## src/rtl/usb_ep0_pkg.sv

```systemverilog
// Shared EP0 definitions: packetizer state encoding, max-packet-size constants
// and a constant-evaluable ceil(log2) used to size the packet byte counter.
package usb_ep0_pkg;

    typedef enum logic [2:0] {
        ST_IDLE,
        ST_FILL,
        ST_DRAIN,
        ST_READY,
        ST_SEND,
        ST_WAIT_ACK
    } ep0_state_t;

    localparam int unsigned EP0_MPS_LS = 8;
    localparam int unsigned EP0_MPS_FS = 64;

    function automatic int unsigned clog2(input int unsigned value);
        int unsigned result;
        result = 0;
        for (int unsigned i = 0; i < 32; i++) begin
            if ((32'd1 << i) < value) result = i + 1;
        end
        return result;
    endfunction

endpackage

```

## src/rtl/usb_ep0_in_packetizer_if.sv

```systemverilog
// Control, ROM byte stream and SIE transmit signals of the EP0 IN packetizer.
// master = surrounding logic (ROM, SETUP decoder, SIE); slave = packetizer.
interface usb_ep0_in_packetizer_if #(
    parameter int unsigned LEN_W = 16
);
    logic             start;
    logic [LEN_W-1:0] wlength;
    logic             abort;

    logic             in_valid;
    logic [7:0]       in_data;
    logic             in_last;
    logic             in_nomatch;
    logic             in_ready;

    logic             tx_req;
    logic             tx_valid;
    logic [7:0]       tx_data;
    logic             tx_last;
    logic             tx_zlp;
    logic             tx_ready;
    logic             tx_ack;
    logic             tx_retry;

    logic             stall;
    logic             busy;
    logic             done;

    modport master (
        output start, wlength, abort,
        output in_valid, in_data, in_last, in_nomatch,
        input  in_ready,
        output tx_req, tx_ready, tx_ack, tx_retry,
        input  tx_valid, tx_data, tx_last, tx_zlp,
        input  stall, busy, done
    );

    modport slave (
        input  start, wlength, abort,
        input  in_valid, in_data, in_last, in_nomatch,
        output in_ready,
        input  tx_req, tx_ready, tx_ack, tx_retry,
        output tx_valid, tx_data, tx_last, tx_zlp,
        output stall, busy, done
    );
endinterface

```

## src/rtl/usb_ep0_pktbuf.sv

```systemverilog
// EP0 packet buffer: DEPTH x 8 distributed RAM, synchronous write, asynchronous read
// so the transmit side sees the addressed byte with no added latency.
module usb_ep0_pktbuf #(
    parameter int unsigned DEPTH = 64,
    parameter int unsigned AW    = 6
) (
    input  logic          clk,
    input  logic          we,
    input  logic [AW-1:0] waddr,
    input  logic [7:0]    wdata,
    input  logic [AW-1:0] raddr,
    output logic [7:0]    rdata
);
    logic [7:0] mem [DEPTH];

    always_ff @(posedge clk) begin
        if (we) mem[waddr] <= wdata;
    end

    assign rdata = mem[raddr];
endmodule

```

## src/rtl/usb_ep0_in_packetizer.sv

```systemverilog
// EP0 control-IN packetizer: truncates the descriptor stream to wLength, splits it
// into MPS-byte packets held for replay on retry, and appends a ZLP when needed.
module usb_ep0_in_packetizer
    import usb_ep0_pkg::*;
#(
    parameter int unsigned MPS   = EP0_MPS_FS,
    parameter int unsigned CNT_W = clog2(MPS) + 1,
    parameter int unsigned LEN_W = 16
) (
    input  logic                   clk,
    input  logic                   reset_n,
    usb_ep0_in_packetizer_if.slave bus
);
    localparam int unsigned      AW        = CNT_W - 1;
    localparam logic [CNT_W-1:0] MPS_CNT   = CNT_W'(MPS);
    localparam logic [CNT_W-1:0] LAST_SLOT = CNT_W'(MPS - 1);

    ep0_state_t       state, state_n;
    logic [CNT_W-1:0] cnt, rd_ptr;
    logic [LEN_W-1:0] remaining;
    logic             src_done, stall_q, done_q;
    logic             in_ready, tx_valid, tx_last, tx_zlp;
    logic             wr_en, load, cnt_clr, rd_clr, rd_inc, stall_n, done_n;
    logic [7:0]       rd_data;

    // start outranks abort and the current state: a restart while busy drops the old transfer.
    always_comb begin
        state_n  = state;
        in_ready = 1'b0;
        tx_valid = 1'b0;
        tx_last  = 1'b0;
        tx_zlp   = 1'b0;
        wr_en    = 1'b0;
        load     = 1'b0;
        cnt_clr  = 1'b0;
        rd_clr   = 1'b0;
        rd_inc   = 1'b0;
        stall_n  = 1'b0;
        done_n   = 1'b0;

        if (bus.start) begin
            load    = 1'b1;
            state_n = (bus.wlength == '0) ? ST_READY : ST_FILL;
        end else if (bus.abort) begin
            state_n = ST_IDLE;
        end else begin
            unique case (state)
                ST_IDLE: state_n = ST_IDLE;
                ST_FILL: begin
                    if (bus.in_nomatch) begin
                        stall_n = 1'b1;
                        state_n = ST_IDLE;
                    end else if (src_done || remaining == '0) begin
                        state_n = ST_READY;
                    end else begin
                        in_ready = 1'b1;
                        if (bus.in_valid) begin
                            wr_en = 1'b1;
                            if (remaining == LEN_W'(1) && !bus.in_last)
                                state_n = ST_DRAIN;
                            else if (bus.in_last || remaining == LEN_W'(1) || cnt == LAST_SLOT)
                                state_n = ST_READY;
                        end
                    end
                end
                ST_DRAIN: begin
                    in_ready = 1'b1;
                    if (bus.in_valid && bus.in_last) state_n = ST_READY;
                end
                ST_READY: begin
                    if (bus.tx_req) begin
                        rd_clr  = 1'b1;
                        state_n = ST_SEND;
                    end
                end
                ST_SEND: begin
                    tx_valid = 1'b1;
                    tx_zlp   = (cnt == '0);
                    tx_last  = tx_zlp || (rd_ptr == cnt - CNT_W'(1));
                    if (bus.tx_ready) begin
                        rd_inc = 1'b1;
                        if (tx_last) state_n = ST_WAIT_ACK;
                    end
                end
                ST_WAIT_ACK: begin
                    if (bus.tx_ack) begin
                        if (cnt < MPS_CNT || remaining == '0) begin
                            done_n  = 1'b1;
                            state_n = ST_IDLE;
                        end else begin
                            cnt_clr = 1'b1;
                            state_n = ST_FILL;
                        end
                    end else if (bus.tx_retry) begin
                        state_n = ST_READY;
                    end
                end
                default: state_n = ST_IDLE;
            endcase
        end
    end

    always_ff @(posedge clk) begin
        if (!reset_n) begin
            state     <= ST_IDLE;
            cnt       <= '0;
            rd_ptr    <= '0;
            remaining <= '0;
            src_done  <= 1'b0;
            stall_q   <= 1'b0;
            done_q    <= 1'b0;
        end else begin
            state   <= state_n;
            stall_q <= stall_n;
            done_q  <= done_n;
            if (load) begin
                remaining <= bus.wlength;
                src_done  <= 1'b0;
                cnt       <= '0;
            end else if (wr_en) begin
                cnt       <= cnt + CNT_W'(1);
                remaining <= (remaining == '0) ? '0 : remaining - LEN_W'(1);
                if (bus.in_last) src_done <= 1'b1;
            end else if (cnt_clr) begin
                cnt <= '0;
            end
            if (rd_clr)      rd_ptr <= '0;
            else if (rd_inc) rd_ptr <= rd_ptr + CNT_W'(1);
        end
    end

    usb_ep0_pktbuf #(
        .DEPTH (MPS),
        .AW    (AW)
    ) u_buf (
        .clk   (clk),
        .we    (wr_en),
        .waddr (cnt[AW-1:0]),
        .wdata (bus.in_data),
        .raddr (rd_ptr[AW-1:0]),
        .rdata (rd_data)
    );

    assign bus.in_ready = in_ready;
    assign bus.tx_valid = tx_valid;
    assign bus.tx_data  = rd_data;
    assign bus.tx_last  = tx_last;
    assign bus.tx_zlp   = tx_zlp;
    assign bus.stall    = stall_q;
    assign bus.done     = done_q;
    assign bus.busy     = (state != ST_IDLE);
endmodule

```

## src/flat_wrapper.sv

```systemverilog
// flat-port wrapper written by rule: the top's interface ports become plain ports
module usb_ep0_in_packetizer_flat import usb_ep0_pkg::*;
#(
    parameter int unsigned MPS   = EP0_MPS_FS,
    parameter int unsigned CNT_W = clog2(MPS) + 1,
    parameter int unsigned LEN_W = 16
)
  (clk, reset_n, bus_start, bus_wlength, bus_abort, bus_in_valid, bus_in_data, bus_in_last, bus_in_nomatch, bus_in_ready, bus_tx_req, bus_tx_ready, bus_tx_ack, bus_tx_retry, bus_tx_valid, bus_tx_data, bus_tx_last, bus_tx_zlp, bus_stall, bus_busy, bus_done);
  usb_ep0_in_packetizer_if #(.LEN_W(LEN_W)) bus_i ();
  input  logic clk;
  input  logic reset_n;
  input wire logic [$bits(bus_i.start)-1:0] bus_start;
  input wire logic [$bits(bus_i.wlength)-1:0] bus_wlength;
  input wire logic [$bits(bus_i.abort)-1:0] bus_abort;
  input wire logic [$bits(bus_i.in_valid)-1:0] bus_in_valid;
  input wire logic [$bits(bus_i.in_data)-1:0] bus_in_data;
  input wire logic [$bits(bus_i.in_last)-1:0] bus_in_last;
  input wire logic [$bits(bus_i.in_nomatch)-1:0] bus_in_nomatch;
  output wire logic [$bits(bus_i.in_ready)-1:0] bus_in_ready;
  input wire logic [$bits(bus_i.tx_req)-1:0] bus_tx_req;
  input wire logic [$bits(bus_i.tx_ready)-1:0] bus_tx_ready;
  input wire logic [$bits(bus_i.tx_ack)-1:0] bus_tx_ack;
  input wire logic [$bits(bus_i.tx_retry)-1:0] bus_tx_retry;
  output wire logic [$bits(bus_i.tx_valid)-1:0] bus_tx_valid;
  output wire logic [$bits(bus_i.tx_data)-1:0] bus_tx_data;
  output wire logic [$bits(bus_i.tx_last)-1:0] bus_tx_last;
  output wire logic [$bits(bus_i.tx_zlp)-1:0] bus_tx_zlp;
  output wire logic [$bits(bus_i.stall)-1:0] bus_stall;
  output wire logic [$bits(bus_i.busy)-1:0] bus_busy;
  output wire logic [$bits(bus_i.done)-1:0] bus_done;
  assign bus_i.start = bus_start;
  assign bus_i.wlength = bus_wlength;
  assign bus_i.abort = bus_abort;
  assign bus_i.in_valid = bus_in_valid;
  assign bus_i.in_data = bus_in_data;
  assign bus_i.in_last = bus_in_last;
  assign bus_i.in_nomatch = bus_in_nomatch;
  assign bus_in_ready = bus_i.in_ready;
  assign bus_i.tx_req = bus_tx_req;
  assign bus_i.tx_ready = bus_tx_ready;
  assign bus_i.tx_ack = bus_tx_ack;
  assign bus_i.tx_retry = bus_tx_retry;
  assign bus_tx_valid = bus_i.tx_valid;
  assign bus_tx_data = bus_i.tx_data;
  assign bus_tx_last = bus_i.tx_last;
  assign bus_tx_zlp = bus_i.tx_zlp;
  assign bus_stall = bus_i.stall;
  assign bus_busy = bus_i.busy;
  assign bus_done = bus_i.done;
  usb_ep0_in_packetizer #(.MPS(MPS), .CNT_W(CNT_W), .LEN_W(LEN_W)) u_core (.clk(clk), .reset_n(reset_n), .bus(bus_i));
endmodule
```

## config.mk

```make
export PLATFORM = sky130hd
export DESIGN_NAME = usb_ep0_in_packetizer_flat
export DESIGN_NICKNAME = d
export VERILOG_FILES = /design/src/rtl/usb_ep0_pkg.sv /design/src/rtl/usb_ep0_in_packetizer_if.sv /design/src/rtl/usb_ep0_pktbuf.sv /design/src/rtl/usb_ep0_in_packetizer.sv /design/src/flat_wrapper.sv
export SDC_FILE = /design/constraint.sdc
export NUM_CORES = 1
export LEC_CHECK = 0
export ABC_CLOCK_PERIOD_IN_PS = 3100
export BUFFER_PORTS_ARGS = -buffer_cell sky130_fd_sc_hd__buf_2
export CAP_MARGIN = 20
export CORE_MARGIN = 2
export CORE_UTILIZATION = 34
export CTS_CLUSTER_SIZE = 25
export DETAILED_ROUTE_END_ITERATION = 6
export PLACE_DENSITY = 0.53
export SETUP_SLACK_MARGIN = 0.02
export SLEW_MARGIN = 10
export SYNTH_ARGS = -nofsm -noshare
export SYNTH_HDL_FRONTEND = slang
export SYNTH_SLANG_ARGS = --single-unit
```

## constraint.sdc

```tcl
create_clock -name clk -period 3.1 [get_ports clk]
set_input_delay 0.465 -clock clk [delete_from_list [all_inputs] [get_ports clk]]
set_output_delay 0.465 -clock clk [all_outputs]
set_load 0.05 [all_outputs]
```

# Word-level counts from Yosys, hierarchy flattened
# Memories as Yosys holds them, arrays and structs flattened. A register that Yosys moved wholly into a read port is not among the register bits.
# Cells that the tools add are included.
[word_totals]
register_bits = 36
ram_bits = 512
input_bits = 35
out_inout_bits = 15
elab_cells = 113
memories = 1
[classes]
add_sub_neg = 4
order_cmp = 1
n_eq_ne = 15
n_mux = 61
n_bitwise = 4
n_reduce_logical = 20
[memory_table]
columns = ["name", "depth", "word_bits", "read_ports", "rd_clocked_by_memory_dff", "write_ports", "line_no", "text"]
rows = [
  ["u_core.u_buf.mem", 64, 8, 1, 1, 1, "usb_ep0_pktbuf.sv:14", "logic [7:0] mem [DEPTH];"],
]
[ops]
columns = ["op", "count"]
rows = [
  ["$mux 16", 3],
  ["$mux 3", 13],
  ["$mux 1", 38],
  ["$logic_not 16->1", 2],
  ["$eq 16x1->1 const B", 1],
  ["$sub 16x1->16 const B", 1],
  ["$pmux 3 s5", 1],
  ["$add 7x1->7 const B", 2],
  ["$mux 7", 2],
  ["$mux 6", 2],
  ["$ne 4x3->1 const B", 2],
  ["$ne 4x4->1 const B", 2],
  ["$eq 7x6->1 const B", 1],
  ["$eq 7x7->1", 1],
  ["$logic_not 7->1", 1],
  ["$lt 7x7->1 const B", 1],
  ["$ne 7x4->1 const B", 1],
  ["$reduce_and 7->1", 1],
  ["$sub 7x1->7 const B", 1],
  ["$eq 3x2->1 const B", 2],
  ["$eq 3x3->1 const B", 2],
  ["$ne 6x5->1 const B", 1],
  ["$logic_or 1x1->1", 5],
  ["$ne 5x5->1 const B", 1],
  ["other kinds (12)", 18],
]

# Longest topological paths before layout
[logic_depth]
depth_word = 11
ltp_mapped = 9
ltp_nobuf = 8

# Hierarchy
# Synthesis repeated with hierarchy kept, for this count alone.
[hier_totals]
hier_cells = 1226
hier_area_um2 = 22394.0
[modules_own_cells]
columns = ["mod", "instances", "cells_per_inst", "area_per_inst_um2", "seq_area_each_um2"]
rows = [
  ["usb_ep0_pktbuf", 1, 932, 20006.7, 15374.7],
  ["usb_ep0_in_packetizer", 1, 294, 2387.3, 720.7],
]

# Worst setup path before layout
# Ideal clock, no wire load.
[synth_path]
path_kind = "register to output"
startpoint = "reg with a tool-made name"
endpoint = "out bus_tx_data[0]"
arrival_ns = 2.501
required_ns = 2.635
slack_ns = 0.134
path_stages_with_launch = 8
n_path_buf = 3
cell_sequence = "dfxtp_1 buf_2 clkbuf_1 clkbuf_1 mux4_2 mux4_2 mux2i_1 a21oi_1"
[synth_rtl]
columns = ["item", "line_no", "text"]
rows = [
  ["end: declaration", "flat_wrapper.sv:25", "output wire logic [$bits(bus_i.tx_data)-1:0] bus_tx_data;"],
]

==> results by stage <==
Run status:
- The flow ran to the end, but the final reports show violations.
- The checks that failed: negative setup slack.

Power:
- The internal power contribution is 12.0 mW.
- Sequential cells account for 54.8% of the total power.
- In this run the power density over the cells is 557 nW/um^2.
- The worst vdd rail ir drop is 0.433 mV.
- Net switching is 20.0% of the power.
- The cell leakage power is 8.41 nW.
- The clock power share is 43.3%.
- In this run the power spent charging and discharging nets is 2.99 mW.
- The fraction of power consumed by combinational cells is 1.9%.

Critical path:
- The maximum fanout along the worst path is 6.
- The arrival time at the worst endpoint is 3210 ps.
- The worst setup path is captured at an output port.
- The required time of the critical path is 2630 ps.
- The type of the setup path with the least slack is flop to output port.
- The category of the worst setup path launch point is a flop.

Clock network:
- TritonCTS built the clock tree.
- The total number of H-tree levels is 2.
- Buffers inserted during clock tree synthesis total 57.
- CTS placed an instance of clkbuf_16 at the clock tree root.
- The buffer depth of the longest clock path is 3.
- The clock transition at the registers of the reported paths is 60 ps.
- Counting every sink on the clock net gives 554.
- Buffers inserted to repair hold after CTS numbered 0.
- For the worst-skew pair, the clock arrives at the later sink with an insertion delay of 610 ps.

Routing:
- The average vias per placed instance is 5.20.
- In the routed design, unresolved DRC markers number 0.
- For this run, the detailed router's first-pass iteration total came to 7.
- Summing over every cut layer, the via total after detailed routing is 11610.
- In the final routed layout, each cell accounts on average for 24.4 um.
- The count of nets left with antenna violations once routing finished came out at 0.
- The detailed router's first-iteration violation count is 856.
- The final wirelength is 54500 um.

Timing:
- The transition time at the pin with the least slew margin is 849 ps.
- Dividing the final minimum period by the clock period gives 118%.
- The number of max-slew violations in the final report is 0.
- Across the routed clock network, the largest skew measured is 31.1 ps.
- The minimum period implied by the final worst setup slack is 3670 ps.
- Setup repair after global routing could not meet its margin everywhere.
- Based on the critical path, the design can be clocked at up to 0.272 GHz.
- The accumulated negative setup slack is -4030 ps.
- The final count of negative-setup-slack endpoints is 8.
- The number of hold violations in the final report is 0.
- The tightest slew margin relative to the limit is 43.4%.
- The setup slack after layout is -572 ps.

Floorplanning:
- The number of top-level pins is 50.
- After floorplanning, the core was sized to cover 64500 sq um.
- The initialized floorplan defines 93 standard-cell rows.
- The die span in x is 259 um.
- The initial utilization of the core area, before any placement, comes to 34.4%.
- The die covers 67200 sq um.
- In this run the vertical extent of the chip is 259 um.

Yosys:
- The count of warnings emitted by yosys is 0.
- The synthesized instance count is 1120.
- After synthesis, the netlist uses 60 different library cells.
- The count of flip-flops with a built-in enable after synthesis is 512.
- The number of synthesized register bits is 554.
- The async set-reset flop share out of synthesis is 0%.
- For this run, the leading register cell type out of synthesis is edfxtp_1.
- The cell area that synthesis handed to floorplanning was 22100 sq um.
- The average cell area after synthesis is 19.8 sq um.
- The part of the Yosys area used for sequential elements is 73.2%.
- The number of nets produced by synthesis is 1161.

Cells and area:
- The final instance area is 26900 sq um.
- The signed area change from the synthesized netlist to the final layout is 21.3%.
- Leaving out fill and tap cells, the most frequent cell in the layout is edfxtp_1.
- After the last flow step, the layout net total stands at 1375.
- The fraction of final layout cells with drive strength greater than 1 is 35.7%.
- The final-layout fill cell count is 5741.
- The library cells used most frequently in the layout, excluding fill and tap cells, are 512 x edfxtp_1, 161 x mux4_2, 134 x buf_4.

Placed design:
- The final RePlAce weighted congestion is 0.818.
- The cell area after placement is 24500 sq um.
- Once detailed placement completed, the half-perimeter wirelength came to 34700 um.
- During placement, the flow inserted port buffers numbering 49.

Hold path:
- The worst hold path belongs to the class input pin to flop.

GRT:
- Global routing finished with a remaining overflow of 0.
- The largest net degree at the start of global routing is 65.
- The first global-routing pass estimated 80600 um of wire.
- Across every metal layer, demand over resource in global routing totals 16.4%.
- The number of global-route vias before repair is 12079.
- The number of antenna violations at the first check in global routing is 1.

Flow run:
- Across the run, the number of max-cap violations was 0.
registers in the layout, summed over array words and instances (netlist names), named ones only:
signal and flops:
u_core.u_buf.mem 512, u_core.src_done 1, u_core.rd_ptr 7, u_core.state 3, u_core.remaining 16, u_core.bus.done 1, u_core.bus.stall 1, u_core.cnt 7
layout make-up:
cell class / count / area (sq um) / area share (%)
sequential: 554 / 16200 / 60.4
multi-input combinational: 494 / 5840 / 21.7
timing repair buffer: 215 / 1940 / 7.21
clock buffer: 77 / 1550 / 5.78
tap: 855 / 1070 / 3.98
clock inverter: 25 / 196 / 0.731
inverter: 12 / 45.0 / 0.168
antenna: 1 / 2.50 / 0.00931
stage by stage:
stage               util [%]  std cells  power (mW)  worst slack, ps  hold WS (ps)
finish                  41.7       2233        15.0             -572          97.9
global route            41.7       2232        15.5             -621          92.1
CTS                     41.3       2217        15.1             -600          63.1
detailed placement      38.0       2109        8.64             -120           500
global placement        38.0       2109        8.63             -141           498
floorplan                  -       1120        8.45              134           470
layer usage:
layer	global-route usage [%]	vias up	routed length, um
met5	0	-	10
met4	5.44	2	1510
met3	3.21	79	2990
met2	25.6	334	25800
met1	23.1	6153	24200
li1	-	5042	-
timing repair:
| item | 4_1_cts | 5_1_grt |
|---|---|---|
| hold endpoints to repair | 0 | 0 |
| resized for setup | 54 | 28 |
| pin swaps | 6 | 12 |
| buffers inserted | 3 | 14 |
| gates cloned | 4 | 2 |
| setup endpoints to repair | 9 | 9 |
cells by family after synthesis:
| group | share of synthesized area, % |
|---|---|
| flops | 73.2 |
| simple gates | 4.69 |
| mux | 16.7 |
| compound gates | 2.52 |
| buf+inv | 1.44 |
| xor+xnor | 1.07 |
| fa+ha+maj | 0.339 |
final timing paths:
path | startpoint | slack [ps] | depth (start not counted) | endpoint
worst max register to register | u_core.remaining[0] | 360 | 10 | u_core.u_buf.mem[3][3]
worst min register to register | u_core.rd_ptr[6] | 510 | 2 | u_core.rd_ptr[6]
worst min-delay path | bus_wlength[0] | 100 | 2 | u_core.remaining[0]
worst max-delay path | flop | -570 | 6 | bus_tx_data[3]
cell usage after synthesis, drive strengths merged, types with 3 or more instances:
cell	number	share of area [%]
mux4	161	16
a211oi	9	0.33
or3	6	0.17
xor2	7	0.28
clkbuf	35	0.59
nor2	91	1.5
and4	3	0.12
a31oi	6	0.17
dfxtp	42	3.8
nand2b	5	0.14
nand3	16	0.36
o21ai	25	0.56
inv	10	0.17
ha	6	0.34
a21oi	31	0.70
buf	25	0.64
edfxtp	512	69
nor4	15	0.56
nor2b	11	0.31
mux2i	8	0.36
nand4	9	0.25
and3	3	0.085
nor3	11	0.29
xnor2	20	0.79
nand2	19	0.32
power groups by stage:
stage / combinational [mW] / sequential, mW / clock, mW
floorplan: 0.105 / 8.35 / 0
global placement: 0.279 / 8.35 / 0
detailed placement: 0.288 / 8.35 / 0
CTS: 0.290 / 8.20 / 6.64
global route: 0.319 / 8.19 / 6.94
finish: 0.290 / 8.20 / 6.48
critical path, stage by stage (launching register included):
cell     delay [ps]
dfxtp_4         460
buf_12          180
buf_4           140
mux4_2          530
mux4_2          570
mux4_2          540
buf_8           180
(Power assumes the default switching activity.)
